===== src/rtl/fft_pkg.sv =====
// Shared definitions for the FFT stage sequencer: one-hot FSM encodings and stage-number width.
package fft_pkg;

   localparam int STAGE_W = 4;

   typedef enum logic [5:0] {
      S_IDLE   = 6'b000001,
      S_LOAD   = 6'b000010,
      S_KICK   = 6'b000100,
      S_RUN    = 6'b001000,
      S_FLUSH  = 6'b010000,
      S_FINISH = 6'b100000
   } state_t;

endpackage


===== src/rtl/fft_watchdog.sv =====
// Per-stage cycle watchdog: counts while en, cleared by clr; expired is combinational once TIMEOUT counts elapse.
// No backpressure; the counter parks at TIMEOUT until cleared.
module fft_watchdog #(
   parameter int TIMEOUT = 64
)(
   input  logic clk,
   input  logic rst_n,
   input  logic clr,
   input  logic en,
   output logic expired
);

   localparam int W = $clog2(TIMEOUT) + 1;

   logic [W-1:0] cnt_q;

   assign expired = en && (cnt_q == W'(TIMEOUT));

   always_ff @(posedge clk or negedge rst_n) begin
      if (!rst_n) begin
         cnt_q <= '0;
      end else if (clr) begin
         cnt_q <= '0;
      end else if (en && !expired) begin
         cnt_q <= cnt_q + 1'b1;
      end
   end

endmodule


===== src/rtl/fft_stage_sequencer.sv =====
// Frame-level sequencer for a ping-pong radix-2 FFT: load, kick address generator, walk SIZE stages, flush, finish.
// done_o follows the sampled agen_done_i by one cycle; abort_i overrides everything, stray pulses are ignored.
module fft_stage_sequencer
   import fft_pkg::*;
#(
   parameter int N       = 16,
   parameter int SIZE    = 4,
   parameter int TIMEOUT = 4 * N
)(
   input  logic               clk,
   input  logic               rst_n,
   input  logic               start_i,
   input  logic               load_done_i,
   input  logic               stage_end_i,
   input  logic               agen_done_i,
   input  logic               abort_i,
   output logic               agen_start_o,
   output logic [STAGE_W-1:0] stage_o,
   output logic               bank_sel_o,
   output logic               busy_o,
   output logic               done_o,
   output logic               fault_o,
   output logic [15:0]        frame_cnt_o
);

   state_t             state_q, state_d;
   logic [STAGE_W-1:0] stage_q;
   logic               bank_q, fault_q, pend_q, pend_d;
   logic [15:0]        frame_cnt_q;
   logic               wd_clr, wd_en, wd_expired;
   logic               accept, stage_adv, timeout_hit, busy_start, last_stage, flush_go;

   assign last_stage = (stage_q == STAGE_W'(SIZE));
   // agen_done_i coinciding with the last stage_end_i is remembered for the first FLUSH cycle
   assign flush_go   = agen_done_i | pend_q;
   assign busy_start = start_i & (state_q != S_IDLE) & ~abort_i;

   always_ff @(posedge clk or negedge rst_n) begin
      if (!rst_n) state_q <= S_IDLE;
      else        state_q <= state_d;
   end

   always_comb begin
      state_d      = state_q;
      agen_start_o = 1'b0;
      busy_o       = 1'b1;
      done_o       = 1'b0;
      wd_en        = 1'b0;
      wd_clr       = 1'b0;
      accept       = 1'b0;
      stage_adv    = 1'b0;
      timeout_hit  = 1'b0;
      pend_d       = 1'b0;
      case (state_q)
         S_IDLE: begin
            busy_o = 1'b0;
            if (start_i) begin
               state_d = S_LOAD;
               accept  = 1'b1;
            end
         end
         S_LOAD: begin
            if (load_done_i) begin
               state_d = S_KICK;
               wd_clr  = 1'b1;
            end
         end
         S_KICK: begin
            agen_start_o = 1'b1;
            state_d      = S_RUN;
         end
         S_RUN: begin
            wd_en = 1'b1;
            if (stage_end_i) begin
               stage_adv = 1'b1;
               wd_clr    = 1'b1;
               if (last_stage) begin
                  state_d = S_FLUSH;
                  pend_d  = agen_done_i;
               end
            end else if (wd_expired) begin
               timeout_hit = 1'b1;
               state_d     = S_IDLE;
            end
         end
         S_FLUSH: begin
            wd_en = 1'b1;
            if (flush_go) begin
               state_d = S_FINISH;
            end else if (wd_expired) begin
               timeout_hit = 1'b1;
               state_d     = S_IDLE;
            end
         end
         S_FINISH: begin
            done_o  = 1'b1;
            state_d = S_IDLE;
         end
         default: state_d = S_IDLE;
      endcase
      if (abort_i) begin
         state_d     = S_IDLE;
         accept      = 1'b0;
         stage_adv   = 1'b0;
         timeout_hit = 1'b0;
         pend_d      = 1'b0;
      end
   end

   always_ff @(posedge clk or negedge rst_n) begin
      if (!rst_n) begin
         stage_q     <= STAGE_W'(1);
         bank_q      <= 1'b0;
         fault_q     <= 1'b0;
         pend_q      <= 1'b0;
         frame_cnt_q <= '0;
      end else begin
         pend_q <= pend_d;
         if (accept) begin
            stage_q <= STAGE_W'(1);
            bank_q  <= 1'b0;
            fault_q <= 1'b0;
         end else begin
            if (stage_adv) begin
               stage_q <= stage_q + 1'b1;
               bank_q  <= ~bank_q;
            end
            if (timeout_hit || busy_start) fault_q <= 1'b1;
         end
         if (state_q == S_FINISH) frame_cnt_q <= frame_cnt_q + 1'b1;
      end
   end

   fft_watchdog #(.TIMEOUT(TIMEOUT)) u_watchdog (
      .clk     (clk),
      .rst_n   (rst_n),
      .clr     (wd_clr),
      .en      (wd_en),
      .expired (wd_expired)
   );

   assign stage_o     = stage_q;
   assign bank_sel_o  = bank_q;
   assign fault_o     = fault_q;
   assign frame_cnt_o = frame_cnt_q;

endmodule

===== config.mk =====
export PLATFORM = sky130hd
export DESIGN_NAME = fft_stage_sequencer
export DESIGN_NICKNAME = d
export VERILOG_FILES = /design/src/rtl/fft_pkg.sv /design/src/rtl/fft_watchdog.sv /design/src/rtl/fft_stage_sequencer.sv
export SDC_FILE = /design/constraint.sdc
export NUM_CORES = 1
export LEC_CHECK = 0
export BUFFER_PORTS_ARGS = -buffer_cell sky130_fd_sc_hd__buf_2
export CAP_MARGIN = 10
export CORE_MARGIN = 2
export CORE_UTILIZATION = 35
export CTS_BUF_LIST = sky130_fd_sc_hd__clkbuf_4 sky130_fd_sc_hd__clkbuf_8 sky130_fd_sc_hd__clkbuf_16
export DETAILED_ROUTE_END_ITERATION = 8
export GPL_TIMING_DRIVEN = 0
export SLEW_MARGIN = 20
export SYNTH_ARGS = -nofsm -noshare
export SYNTH_HDL_FRONTEND = slang
export SYNTH_SLANG_ARGS = --single-unit

===== constraint.sdc =====
create_clock -name clk -period 2.1 [get_ports clk]
set_clock_uncertainty 0.05 [all_clocks]
set_input_delay 0.42 -clock clk [delete_from_list [all_inputs] [get_ports clk]]
set_output_delay 0.42 -clock clk [all_outputs]
set_load 0.01 [all_outputs]

==> impl_metrics.csv <==
group,metric,value,unit
power_and_ir_drop,clkPwrFrac,31.9,%
power_and_ir_drop,p_leak,1.13,nW
clock_network,cts_tree,"done",
route,drc,0,
route,wire_per_inst,13.7,um
yosys,synth_cells,187,
power_and_ir_drop,ir_drop,0.358,mV
timing,rsz0062_at_grt,"true",
power_and_ir_drop,p_seq_share,45.7,%
route,drtIter0Drc,64,
worst_setup_path,critPathMaxFanout,4,
yosys,synth_compound_area_share,6.57,%
yosys,yosys.area_share.simple,26.6,%
clock_network,cts_max_path_buffers,2,
power_and_ir_drop,powerDensity,778,nW/um2
timing,setup_ws,-0.225,ns
yosys,synth-xor-area-share,11.2,%
worst_setup_path,critPathLaunchType,"register",
yosys,syn_avg_cell_area,10.1,um2
layout,syn2layout_area_growth,29.7,%
status,violations,"setup timing",
power_and_ir_drop,p_sw,0.578,mW
grt,grt_overflow,0,
power_and_ir_drop,power_switching_share,30.4,%
clock_network,numCtsBuffers,5,
worst_setup_path,crit_arrival,1.85,ns
route,wl,4.13,mm
grt,grt_first_pass_wirelength,6.75,mm
clock_network,clockRootBuffer,"clkbuf_8",
yosys,ys_seq_area_share,47.9,%
yosys,ys_types,41,
grt,grt_pass1_vias,1413,
die,rows,26,
run,cap_violations,0,
route,vias,1547,
layout,diodes,0,
timing,setup_viol,6,
layout,final_net_count,242,
timing,hold_violations,0,
route,top_layer,"met4",
layout,final_cell_mix,"dfrtp_1, buf_2, xor2_1, nor2_1, inv_1",
clock_network,worstSkewPairLatency,0.28,ns
route,dr_wl_met2,2.04,mm
placement,gp_congestion,0.804,
timing,tightest_slew,0.802,ns
layout,drive_above_1_share,31.6,%
status,status,"finished with violations",
timing,maxSlewViolCount,0,
clock_network,cts_sinks,36,
clock_network,path_clk_slew,0.07,ns
timing,period_minus_slack,2.32,ns
timing,fin_crit_sh,111,%
worst_setup_path,r2r_cells,6,
layout,layout_commonest_cell,"dfrtp_1",
power_and_ir_drop,fin_total_pwr,1.90,mW
route,wl_met1,1.82,mm
die,fp.dieArea,5990,um2
power_and_ir_drop,combinationalPowerShare,22.4,%
route,detailedRoute.firstPassIterationCount,4,
route,drtAntennaViolNets,0,
die,coreArea,5140,um2
die,io_pins,32,
timing,max_freq,0.430,GHz
yosys,ys_ff_latch,36,
yosys,syn_nets,199,
die,start_util,36.7,%
layout,final_area,2440,um2
placement,post-place-ws,-0.181,ns
timing,timing.hold.ws,0.168,ns
worst_setup_path,criticalPathCategory,"register to primary output",
layout,fillerInstances,497,
route,viasPerCell,5.14,
clock_network,postCtsHoldBufs,0,
placement,dp_hpwl,2.73,mm
grt,antenna_found_initial,0,
yosys,synth_mux_area_share,1.13,%
clock_network,htree_levels,2,
placement,port_buffers,31,
yosys,synthesis.area,1880,um2
die,die_h,77.4,um
yosys,synth_fa_ha_area_share,3.32,%
grt,gr-usage-all-layers,14.3,%
worst_setup_path,crit_required,1.63,ns
min_path,hold_class,"input pin to async pin",
yosys,yosysWarnings,0,
timing,slew_headroom,46.5,%
worst_setup_path,cp-end-kind,"primary output",
grt,grt_start_max_net_pins,37,
route,dr_wl_met3,167,um
yosys,synth_top_family_by_area,"simple AND/OR/NAND/NOR gates",
power_and_ir_drop,p_int,1.32,mW
layout,post-route-util,47.6,%
die,die_w,77.4,um
placement,dpl-instance-area,2130,um2
layer usage:
metal	vias up	global-route usage, %
met3	9	3.26
li1	757	-
met5	-	0
met4	0	6.25
met1	748	18.9
met2	33	22.4
final cells by class:
cell class | instances | area, um2 | share of cell area (%)
repair buffers | 38 | 218 | 8.90
inverters | 12 | 45.0 | 1.84
clock inverters | 2 | 35.0 | 1.43
clock buffers | 6 | 76.3 | 3.12
well taps | 70 | 87.6 | 3.58
flip-flops and latches | 36 | 907 | 37.1
plain buffers | 2 | 7.51 | 0.307
multi-input cells | 135 | 1070 | 43.7
per-stage QoR:
| stage | cells | TNS (ns) |
|---|---|---|
| floorplan | 187 | 0 |
| global placement | 288 | -2.28 |
| detailed placement | 288 | -2.11 |
| CTS | 301 | -1.54 |
| global route | 301 | -0.812 |
| finish | 301 | -0.450 |
kinds of logic after synthesis:
| family | count (synthesis) |
|---|---|
| simple gates | 85 |
| flops | 36 |
| xor+xnor | 24 |
| compound gates | 19 |
| buf+inv | 16 |
| fa+ha+maj | 5 |
| mux | 2 |
critical path, stage by stage, from the launching register on:
cell     delay (ns)
dfrtp_2        0.45
or4_4          0.56
or3b_4         0.41
inv_2          0.06
buf_6          0.09
synthesized netlist by cell type:
library cell / instances / share of area (%)
o311ai_0: 1 / 0.46
mux2i_1: 1 / 0.53
ha_1: 5 / 3.3
and2_0: 1 / 0.33
and3b_1: 1 / 0.46
and3_1: 2 / 0.66
o22ai_1: 1 / 0.33
or3b_4: 1 / 0.60
a221oi_1: 1 / 0.46
o21bai_1: 1 / 0.40
o211ai_1: 1 / 0.40
nor4b_1: 1 / 0.46
nor3b_1: 4 / 1.6
xnor2_1: 10 / 4.6
nor4_2: 2 / 1.3
nor2_1: 13 / 2.6
nand3b_1: 2 / 0.80
mux2_2: 1 / 0.60
dfstp_2: 2 / 2.8
nor4_1: 7 / 2.3
nand2_1: 8 / 1.6
a41oi_1: 1 / 0.46
o221ai_1: 1 / 0.46
a21oi_1: 5 / 1.3
and2_1: 4 / 1.3
nor2b_1: 2 / 0.66
or4_1: 3 / 1.2
or3_1: 1 / 0.33
buf_2: 1 / 0.27
a41o_1: 1 / 0.53
a21o_1: 1 / 0.40
nand2b_1: 3 / 1.0
nand4_1: 9 / 3.0
xor2_1: 14 / 6.5
clkbuf_1: 3 / 0.60
inv_1: 12 / 2.4
dfrtp_1: 34 / 45
o21ai_0: 5 / 1.3
nor3_1: 9 / 2.4
and4_1: 4 / 1.9
nand3_1: 8 / 2.1
flip-flops by register name (all words and copies together), names as in the netlist:
name and cells:
pend_q 1, bank_sel_o 1, fault_o 1, state_q 6, stage_o 4, u_watchdog.cnt_q 7, frame_cnt_o 16
repair_timing:
item | in CTS | in global routing
pin swaps | 5 | 7
setup endpoints to repair | 19 | 27
gates resized for setup | 17 | 18
cloned | 0 | 0
setup buffers | 5 | 4
power by group through the flow:
stage                     combinational (mW)  clock, mW  sequential [mW]
after floorplan                        0.226          0            0.855
after global placement                 0.303          0            0.877
after detailed placement               0.306          0            0.878
after CTS                              0.362      0.631            0.865
after global routing                   0.477      0.665            0.882
final                                  0.425      0.607            0.870
worst paths after layout:
path	from	end	slack, ns
setup reg to reg	state_q[1]$_DFFE_PN0P_	state_q[5]$_DFFE_PN0P_	-0.08
min in group clk	start_i	state_q[0]$_DFFE_PN1P_	0.33
setup / recovery	state_q[1]$_DFFE_PN0P_	agen_start_o	-0.22
max in group asynchronous	rst_n	state_q[2]$_DFFE_PN0P_	1.27
hold / removal	rst_n	frame_cnt_o[10]$_DFFE_PN0P_	0.17
hold reg to reg	frame_cnt_o[15]$_DFFE_PN0P_	frame_cnt_o[15]$_DFFE_PN0P_	0.42
(Power assumes the default switching activity.)
